===== src/rtl/call_stack_unit_if.sv =====
// Stack command/response bundle: push/pop requests in, popped value, top view and status out.
// The master drives the requests and the slave (the stack) drives the results.
interface call_stack_unit_if #(
  parameter int DATA_W = 16,
  parameter int DEPTH  = 8
);
  localparam int CNT_W = $clog2(DEPTH) + 1;

  logic              push;
  logic              pop;
  logic [DATA_W-1:0] push_data;
  logic              clr_err;
  logic [DATA_W-1:0] pop_data;
  logic              pop_valid;
  logic [DATA_W-1:0] top_data;
  logic [CNT_W-1:0]  count;
  logic              full;
  logic              empty;
  logic              overflow;
  logic              underflow;

  modport master (
    output push, pop, push_data, clr_err,
    input  pop_data, pop_valid, top_data, count, full, empty, overflow, underflow
  );

  modport slave (
    input  push, pop, push_data, clr_err,
    output pop_data, pop_valid, top_data, count, full, empty, overflow, underflow
  );
endinterface


===== src/rtl/call_stack_unit.sv =====
// LIFO stack with sticky overflow/underflow flags; one-cycle latency, a push or pop every cycle.
// No backpressure: illegal pushes/pops are dropped and flagged, and a push+pop pair is always accepted.
module call_stack_unit #(
  parameter int DATA_W = 16,
  parameter int DEPTH  = 8
) (
  input  logic            clock,
  input  logic            reset,
  call_stack_unit_if.slave bus
);
  localparam int CNT_W = $clog2(DEPTH) + 1;
  localparam int IDX_W = $clog2(DEPTH);

  logic [DATA_W-1:0] mem_q [DEPTH];
  logic [DATA_W-1:0] mem_d [DEPTH];
  logic [CNT_W-1:0]  count_q, count_d;
  logic [DATA_W-1:0] pop_data_q, pop_data_d;
  logic              pop_valid_q, pop_valid_d;
  logic              overflow_q, overflow_d;
  logic              underflow_q, underflow_d;

  logic              full_w;
  logic              empty_w;
  logic [IDX_W-1:0]  wr_idx;
  logic [IDX_W-1:0]  top_idx;
  logic [DATA_W-1:0] top_val;

  assign full_w  = (count_q == CNT_W'(DEPTH));
  assign empty_w = (count_q == '0);
  // With DEPTH a power of two the low bits of count wrap to 0 when full, so minus one still lands on the top slot.
  assign wr_idx  = count_q[IDX_W-1:0];
  assign top_idx = count_q[IDX_W-1:0] - IDX_W'(1);
  assign top_val = mem_q[top_idx];

  always_comb begin
    mem_d       = mem_q;
    count_d     = count_q;
    pop_data_d  = pop_data_q;
    pop_valid_d = 1'b0;
    overflow_d  = overflow_q & ~bus.clr_err;
    underflow_d = underflow_q & ~bus.clr_err;

    if (bus.push && bus.pop) begin
      pop_valid_d = 1'b1;
      if (empty_w) begin
        pop_data_d = bus.push_data;
      end else begin
        pop_data_d     = top_val;
        mem_d[top_idx] = bus.push_data;
      end
    end else if (bus.push) begin
      if (full_w) begin
        overflow_d = 1'b1;
      end else begin
        mem_d[wr_idx] = bus.push_data;
        count_d       = count_q + CNT_W'(1);
      end
    end else if (bus.pop) begin
      if (empty_w) begin
        underflow_d = 1'b1;
      end else begin
        pop_data_d  = top_val;
        pop_valid_d = 1'b1;
        count_d     = count_q - CNT_W'(1);
      end
    end

    if (reset) begin
      mem_d = mem_q;
    end
  end

  always_ff @(posedge clock) begin
    if (reset) begin
      count_q     <= '0;
      pop_data_q  <= '0;
      pop_valid_q <= 1'b0;
      overflow_q  <= 1'b0;
      underflow_q <= 1'b0;
    end else begin
      count_q     <= count_d;
      pop_data_q  <= pop_data_d;
      pop_valid_q <= pop_valid_d;
      overflow_q  <= overflow_d;
      underflow_q <= underflow_d;
    end
  end

  // Storage is deliberately left out of reset; entries at or above count are never read.
  always_ff @(posedge clock) begin
    mem_q <= mem_d;
  end

  assign bus.pop_data  = pop_data_q;
  assign bus.pop_valid = pop_valid_q;
  assign bus.top_data  = empty_w ? '0 : top_val;
  assign bus.count     = count_q;
  assign bus.full      = full_w;
  assign bus.empty     = empty_w;
  assign bus.overflow  = overflow_q;
  assign bus.underflow = underflow_q;
endmodule


===== src/flat_wrapper.sv =====
// flat-port wrapper written by rule: the top's interface ports become plain ports
module call_stack_unit_flat 
#(
  parameter int DATA_W = 16,
  parameter int DEPTH  = 8
)
  (clock, reset, bus_push, bus_pop, bus_push_data, bus_clr_err, bus_pop_data, bus_pop_valid, bus_top_data, bus_count, bus_full, bus_empty, bus_overflow, bus_underflow);
  call_stack_unit_if #(.DATA_W(DATA_W), .DEPTH(DEPTH)) bus_i ();
  input  logic clock;
  input  logic reset;
  input wire logic [$bits(bus_i.push)-1:0] bus_push;
  input wire logic [$bits(bus_i.pop)-1:0] bus_pop;
  input wire logic [$bits(bus_i.push_data)-1:0] bus_push_data;
  input wire logic [$bits(bus_i.clr_err)-1:0] bus_clr_err;
  output wire logic [$bits(bus_i.pop_data)-1:0] bus_pop_data;
  output wire logic [$bits(bus_i.pop_valid)-1:0] bus_pop_valid;
  output wire logic [$bits(bus_i.top_data)-1:0] bus_top_data;
  output wire logic [$bits(bus_i.count)-1:0] bus_count;
  output wire logic [$bits(bus_i.full)-1:0] bus_full;
  output wire logic [$bits(bus_i.empty)-1:0] bus_empty;
  output wire logic [$bits(bus_i.overflow)-1:0] bus_overflow;
  output wire logic [$bits(bus_i.underflow)-1:0] bus_underflow;
  assign bus_i.push = bus_push;
  assign bus_i.pop = bus_pop;
  assign bus_i.push_data = bus_push_data;
  assign bus_i.clr_err = bus_clr_err;
  assign bus_pop_data = bus_i.pop_data;
  assign bus_pop_valid = bus_i.pop_valid;
  assign bus_top_data = bus_i.top_data;
  assign bus_count = bus_i.count;
  assign bus_full = bus_i.full;
  assign bus_empty = bus_i.empty;
  assign bus_overflow = bus_i.overflow;
  assign bus_underflow = bus_i.underflow;
  call_stack_unit #(.DATA_W(DATA_W), .DEPTH(DEPTH)) u_core (.clock(clock), .reset(reset), .bus(bus_i));
endmodule

===== config.mk =====
export PLATFORM = sky130hd
export DESIGN_NAME = call_stack_unit_flat
export DESIGN_NICKNAME = d
export VERILOG_FILES = /design/src/rtl/call_stack_unit_if.sv /design/src/rtl/call_stack_unit.sv /design/src/flat_wrapper.sv
export SDC_FILE = /design/constraint.sdc
export NUM_CORES = 1
export LEC_CHECK = 0
export CAP_MARGIN = 15
export CORE_MARGIN = 2
export CORE_UTILIZATION = 50
export DETAILED_ROUTE_END_ITERATION = 10
export MAX_ROUTING_LAYER = met4
export PLACE_DENSITY = 0.81
export SETUP_SLACK_MARGIN = 0.02
export SLEW_MARGIN = 20
export SYNTH_ARGS = -nofsm -noshare
export SYNTH_HDL_FRONTEND = slang
export SYNTH_SLANG_ARGS = --single-unit

===== constraint.sdc =====
create_clock -name clock -period 3.4 [get_ports clock]
set_input_delay 0.68 -clock clock [delete_from_list [all_inputs] [get_ports clock]]
set_output_delay 0.68 -clock clock [all_outputs]
set_load 0.03 [all_outputs]

## Yosys cells after proc, flatten, opt, wreduce, memory -nomap -nowiden

Index checks and enable logic that the tools add are counted.
W data, S select, Z words.

- Bitwise gates (word level): 7
- Shift operators: 0
- $mul: 0
- Reduce and logical (&&, ||, !) cells: 10
- Magnitude comparators: 4
- Eq/ne operators: 7
- Div/mod/pow operators: 0
- Muxes and demuxes: 34
- $add $sub $neg: 3

Operators by type and width:

| cell | count |
|---|---|
| $mux W128 | 4 |
| $bwmux W128 | 2 |
| $mux W16 | 10 |
| $demux W16 S3 | 2 |
| $bmux W16 S3 | 1 |
| $mux W4 | 4 |
| $mux W1 | 11 |
| $ge A4 B4 Y1 const B | 2 |
| $lt A4 B1 Y1 const B | 2 |
| $ne A2 B2 Y1 const B | 4 |
| $not A3 Y4 | 2 |
| $reduce_and A4 Y1 | 2 |
| $reduce_bool A2 Y1 | 3 |
| $add A4 B1 Y4 const B | 1 |
| $eq A4 B4 Y1 const B | 1 |
| $logic_not A4 Y1 | 1 |
| $ne A2 B1 Y1 const B | 2 |
| $sub A4 B1 Y4 const B | 1 |
| $logic_and A1 B1 Y1 | 3 |
| $not A1 Y1 | 3 |
| $reduce_and A3 Y1 | 1 |
| $sub A3 B1 Y3 const B | 1 |
| $and A1 B1 Y1 | 2 |

- Output and inout bits: 41
- Memories: 0
- Memory bits (writable): 0
- Latch bits: 0
- Bits in read-only memories: 0
- Bits of input ports: 21
- Register bits after elaboration: 151

## Logic depth before layout (Yosys ltp)

- Depth in word-level cells: 9
- Depth in mapped cells: 10

## Least setup slack after synthesis

OpenSTA, ideal clock, no wires.

- Kind: register -> output
- Start: reg u_core.count_q[0], in the netlist u_core.bus.count[0]
- End: out bus_top_data[10]
- Cell stages (with the launch flop): 10
- Data required time: 2.720 ns
- Data arrival time: 2.628 ns
- Path slack: 0.092 ns
- Path through: dfxtp_1 > buf_2 > buf_6 > inv_1 > ha_1 > buf_2 > buf_2 > mux4_2 > nand2_1 > a21oi_1

- Cells in the longest elaborated chain, start to end: 6
- Elaborated cells between the ends (all ways): 7
- Those cells by class: add/sub: 1; mux: 4; bitwise: 1; reduce/logical: 1

RTL lines:

| what | RTL line | RTL |
|---|---|---|
| start, declared | call_stack_unit.sv:16 | `logic [CNT_W-1:0] count_q, count_d;` |
| start signal, assigned | call_stack_unit.sv:81 | `count_q <= count_d;` |
| $sub A3 B1 Y3 | call_stack_unit.sv:32 | `assign top_idx = count_q[IDX_W-1:0] - IDX_W'(1);` |
| via u_core.top_idx[0] | call_stack_unit.sv:25 | `logic [IDX_W-1:0] top_idx;` |
| $not A3 Y4 (not written as such) | call_stack_unit.sv:33 | `assign top_val = mem_q[top_idx];` |
| $bmux W16 S3 | call_stack_unit.sv:33 |  |
| $mux W16 (not written as such) (2 in series) | call_stack_unit.sv:33 |  |
| $mux W16 | call_stack_unit.sv:96 | `assign bus.top_data = empty_w ? '0 : top_val;` |
| end, declared | flat_wrapper.sv:17 | `output wire logic [$bits(bus_i.top_data)-1:0] bus_top_data;` |

The timed path passes the listed nets, and every way through them passes these cells. The select of a mux whose other input is x is not followed.

## Final worst setup path

- Start: reg u_core.count_q[0], in the netlist u_core.bus.count[0]
- End: out bus_top_data[15]

- Cells in the longest elaborated chain, start to end: 6
- Elaborated cells between the ends (all ways): 7
- Those cells by class: add/sub: 1; mux: 4; bitwise: 1; reduce/logical: 1

RTL lines:

| what | RTL line |
|---|---|
| $sub A3 B1 Y3 | call_stack_unit.sv:32 |
| $not A3 Y4 (not written as such) | call_stack_unit.sv:33 |
| $bmux W16 S3 | call_stack_unit.sv:33 |
| $mux W16 (not written as such) (2 in series) | call_stack_unit.sv:33 |
| $mux W16 * | call_stack_unit.sv:96 |

Every way passes the cells marked *; elsewhere a longest branch is shown, timed or not. The select of a mux whose other input is x is not followed.

==> impl_metrics.py <==
metrics = {
    "run_status": {
        "status": "finished, final reports clean",
    },
    "layout": {
        "final_nets": 613,
        "regArea_um2": 4310,
        "n_antenna_cell": 0,
        "syn_to_final_growth_pct": 20.9,
        "finalNonFillerCells": 781,
        "layout-drive-gt1-share": 0.205,
        "stdcell_area_um2": 8540,
        "n_fill_cell": 978,
        "multi_input_area_um2": 2580,
    },
    "synth": {
        "synth_compound_area_frac": 0.0710,
        "syn_area_per_cell_um2": 13.8,
        "synth-async-reset-ratio": 0,
        "synth_edf_count": 128,
        "netlist.area_leader.share": 0.544,
        "syn_nets": 537,
        "syn_area_um2": 7070,
        "yosysSeqAreaShare": 0.609,
        "synth_top_family_by_area": "simple AND/OR/NAND/NOR gates",
        "synth_simple_gate_area_frac": 0.172,
        "yosys_warnings": 0,
        "synthCells": 512,
        "synthMuxAreaShare": 0.107,
        "synth.largest_area_cell": "edfxtp_1",
        "synth_fa_ha_area_frac": 0.00814,
        "yosysUniqueCellTypes": 40,
        "synthTopCellsByArea": "edfxtp_1 (54%), mux4_2 (11%), dfxtp_1 (6.5%)",
        "synthFlopType": "edfxtp_1",
        "ys_ff_latch": 151,
        "synth_xor_area_frac": 0.00620,
    },
    "sta": {
        "timing.fmax_ghz": 0.317,
        "tns_ns": 0,
        "slew_headroom": 0.418,
        "worst_slew_pin_slew_ns": 0.873,
        "timing.final.crit_share": 0.927,
        "rsz0062_at_grt": "false",
        "finalMaxSlewViolations": 0,
        "hold_violations": 0,
        "fin_skew_ns": 0.0107,
        "setup_viol": 0,
        "fin_ws_ns": 0.248,
        "fin_crit_ns": 3.15,
    },
    "placed_design": {
        "pre_cts_ws_ns": 0.438,
        "dp_hpwl_um": 11300,
        "io_buffers": 61,
        "gp_congestion": 0.822,
        "placed_cell_area_um2": 7910,
        "dp.cells": 749,
    },
    "clock_tree": {
        "cts_tree": "yes",
        "cts-root-buf": "clkbuf_16",
        "clock_sinks": 151,
        "cts_buffers": 17,
        "clkLatencyLatePin_ns": 0.42,
        "clk_pin_slew_ns": 0.06,
        "cts_buffer_depth": 2,
        "htree_levels": 4,
    },
    "floorplanning": {
        "design.core.area_um2": 13800,
        "ios": 62,
        "start_util": 0.511,
        "die-area_um2": 15100,
        "die_w_um": 123,
        "die_h_um": 123,
        "rows": 43,
    },
    "power": {
        "clockPowerShare": 0.316,
        "seq_power_share": 0.352,
        "p_leak_nw": 2.87,
        "swShare": 0.329,
        "ir_drop_v": 0.000406,
        "power.internal_w": 0.00419,
        "combPwrFrac": 0.333,
        "power_density_nw_per_um2": 732,
        "switchingPower_w": 0.00206,
    },
    "routing": {
        "first_iter_violations": 658,
        "drc_errors": 0,
        "wire_per_inst_um": 22.1,
        "drt_wl_total_um": 17300,
        "via_count": 4683,
        "ant_nets": 0,
        "avgViaCountPerCell": 6.00,
        "drtPass1Iterations": 6,
    },
    "worst_setup_path": {
        "required_ns": 2.72,
        "worstPathMaxFanout": 44,
        "end_kind": "output port",
        "arrival_ns": 2.47,
        "cp-start-kind": "flop",
        "critPathKind": "reg -> out",
    },
    "grt": {
        "grt_overflow": 0,
        "grt_pass1_wl_um": 26700,
        "first_global_vias": 4567,
        "grt_start_max_net_pins": 45,
        "grt_use_total": 0.252,
        "antenna_found_initial": 0,
    },
    "flow_run": {
        "maxCapViolations": 0,
    },
    "hold_path": {
        "holdCritPathClass": "reg -> reg",
    },
}
## state kept, by name (all words and copies together), names as in the netlist
| register | flops |
|---|---|
| u_core.bus.underflow | 1 |
| u_core.mem_q | 128 |
| u_core.bus.pop_data | 16 |
| u_core.bus.count | 4 |
| u_core.bus.overflow | 1 |
| u_core.bus.pop_valid | 1 |
## power groups by stage
stage	clock network [W]	logic, W	registers [W]
global placement	0	0.00202	0.00223
global route	0.00207	0.00220	0.00221
finish	0.00197	0.00208	0.00220
detailed placement	0	0.00205	0.00224
floorplan	0	0.00126	0.00233
CTS	0.00199	0.00206	0.00220
## what timing repair did
action / 4_1_cts / 5_1_grt
setup endpoints to repair: 0 / 1
hold endpoints to repair: 0 / 0
hold buffers: 0 / 0
buffers inserted: 0 / 0
gates resized for setup: 0 / 1
## per-stage QoR
stage | total power, W | hold WS [ns] | utilization
2_1_floorplan | 0.00359 | 0.597 | -
3_3_place_gp | 0.00425 | 0.459 | 0.572
3_5_place_dp | 0.00429 | 0.474 | 0.572
4_1_cts | 0.00625 | 0.485 | 0.617
5_1_grt | 0.00648 | 0.503 | 0.618
6_report | 0.00625 | 0.488 | 0.618
## cells by family after synthesis
logic type      count (synthesis)
buf+inv                        35
fa+ha+maj                       4
mux                            34
xor+xnor                        5
compound gates                 67
flops                         151
simple gates                  216
## cells in the mapped netlist, types with 5 or more instances
cell type and number:
nand2_1 38, nor3_1 16, nor2_1 13, buf_4 5, buf_2 18, and2_1 64
edfxtp_1 128, nor2b_1 73, o22ai_1 33, mux4_2 33, dfxtp_1 23, a21oi_1 19
## critical path: stages (launching register included)
cell	delay, ns
dfxtp_2	0.33
buf_4	0.63
mux4_2	0.67
nand2_1	0.11
a21oi_1	0.10
buf_4	0.18
## routing by layer
layer | track usage | part of all wire | up-vias
li1 | - | - | 2053
met1 | 0.335 | 0.40 | 2376
met2 | 0.396 | 0.51 | 234
met3 | 0.0479 | 0.076 | 20
met4 | 0.0790 | 0.012 | 0
met5 | - | 0 | -
## path summary, 6_finish.rpt
path	start	to	slack [ns]	depth (start not counted)
worst max-delay path	u_core.bus.count[0]	bus_top_data[15]	0.25	5
worst min-delay path	u_core.bus.overflow	u_core.bus.overflow	0.49	2
worst max register to register	u_core.bus.count[0]	u_core.mem_q[26]	0.76	8
worst min register to register	u_core.bus.overflow	u_core.bus.overflow	0.49	2
## final cells by class
cell class                 count  share of cell area
clock inverter                 9              0.0163
timing repair buffer          89              0.0926
tap                          180              0.0264
multi-input combinational    326               0.302
sequential                   151               0.504
inverter                       3             0.00132
clock buffer                  23              0.0571
## layout by cell type (no fill, tap or decap), drive strengths merged, types with 19 or more instances in the layout
master / netlist / final
a21oi: 19 / 19
clkbuf: 5 / 23
edfxtp: 128 / 128
mux4: 33 / 33
clkdlybuf4s50: 0 / 44
o22ai: 35 / 35
and2: 64 / 64
nand2: 38 / 38
buf: 27 / 45
dfxtp: 23 / 23
nor2b: 73 / 73
Note: power is estimated with default switching activity, not from simulation.
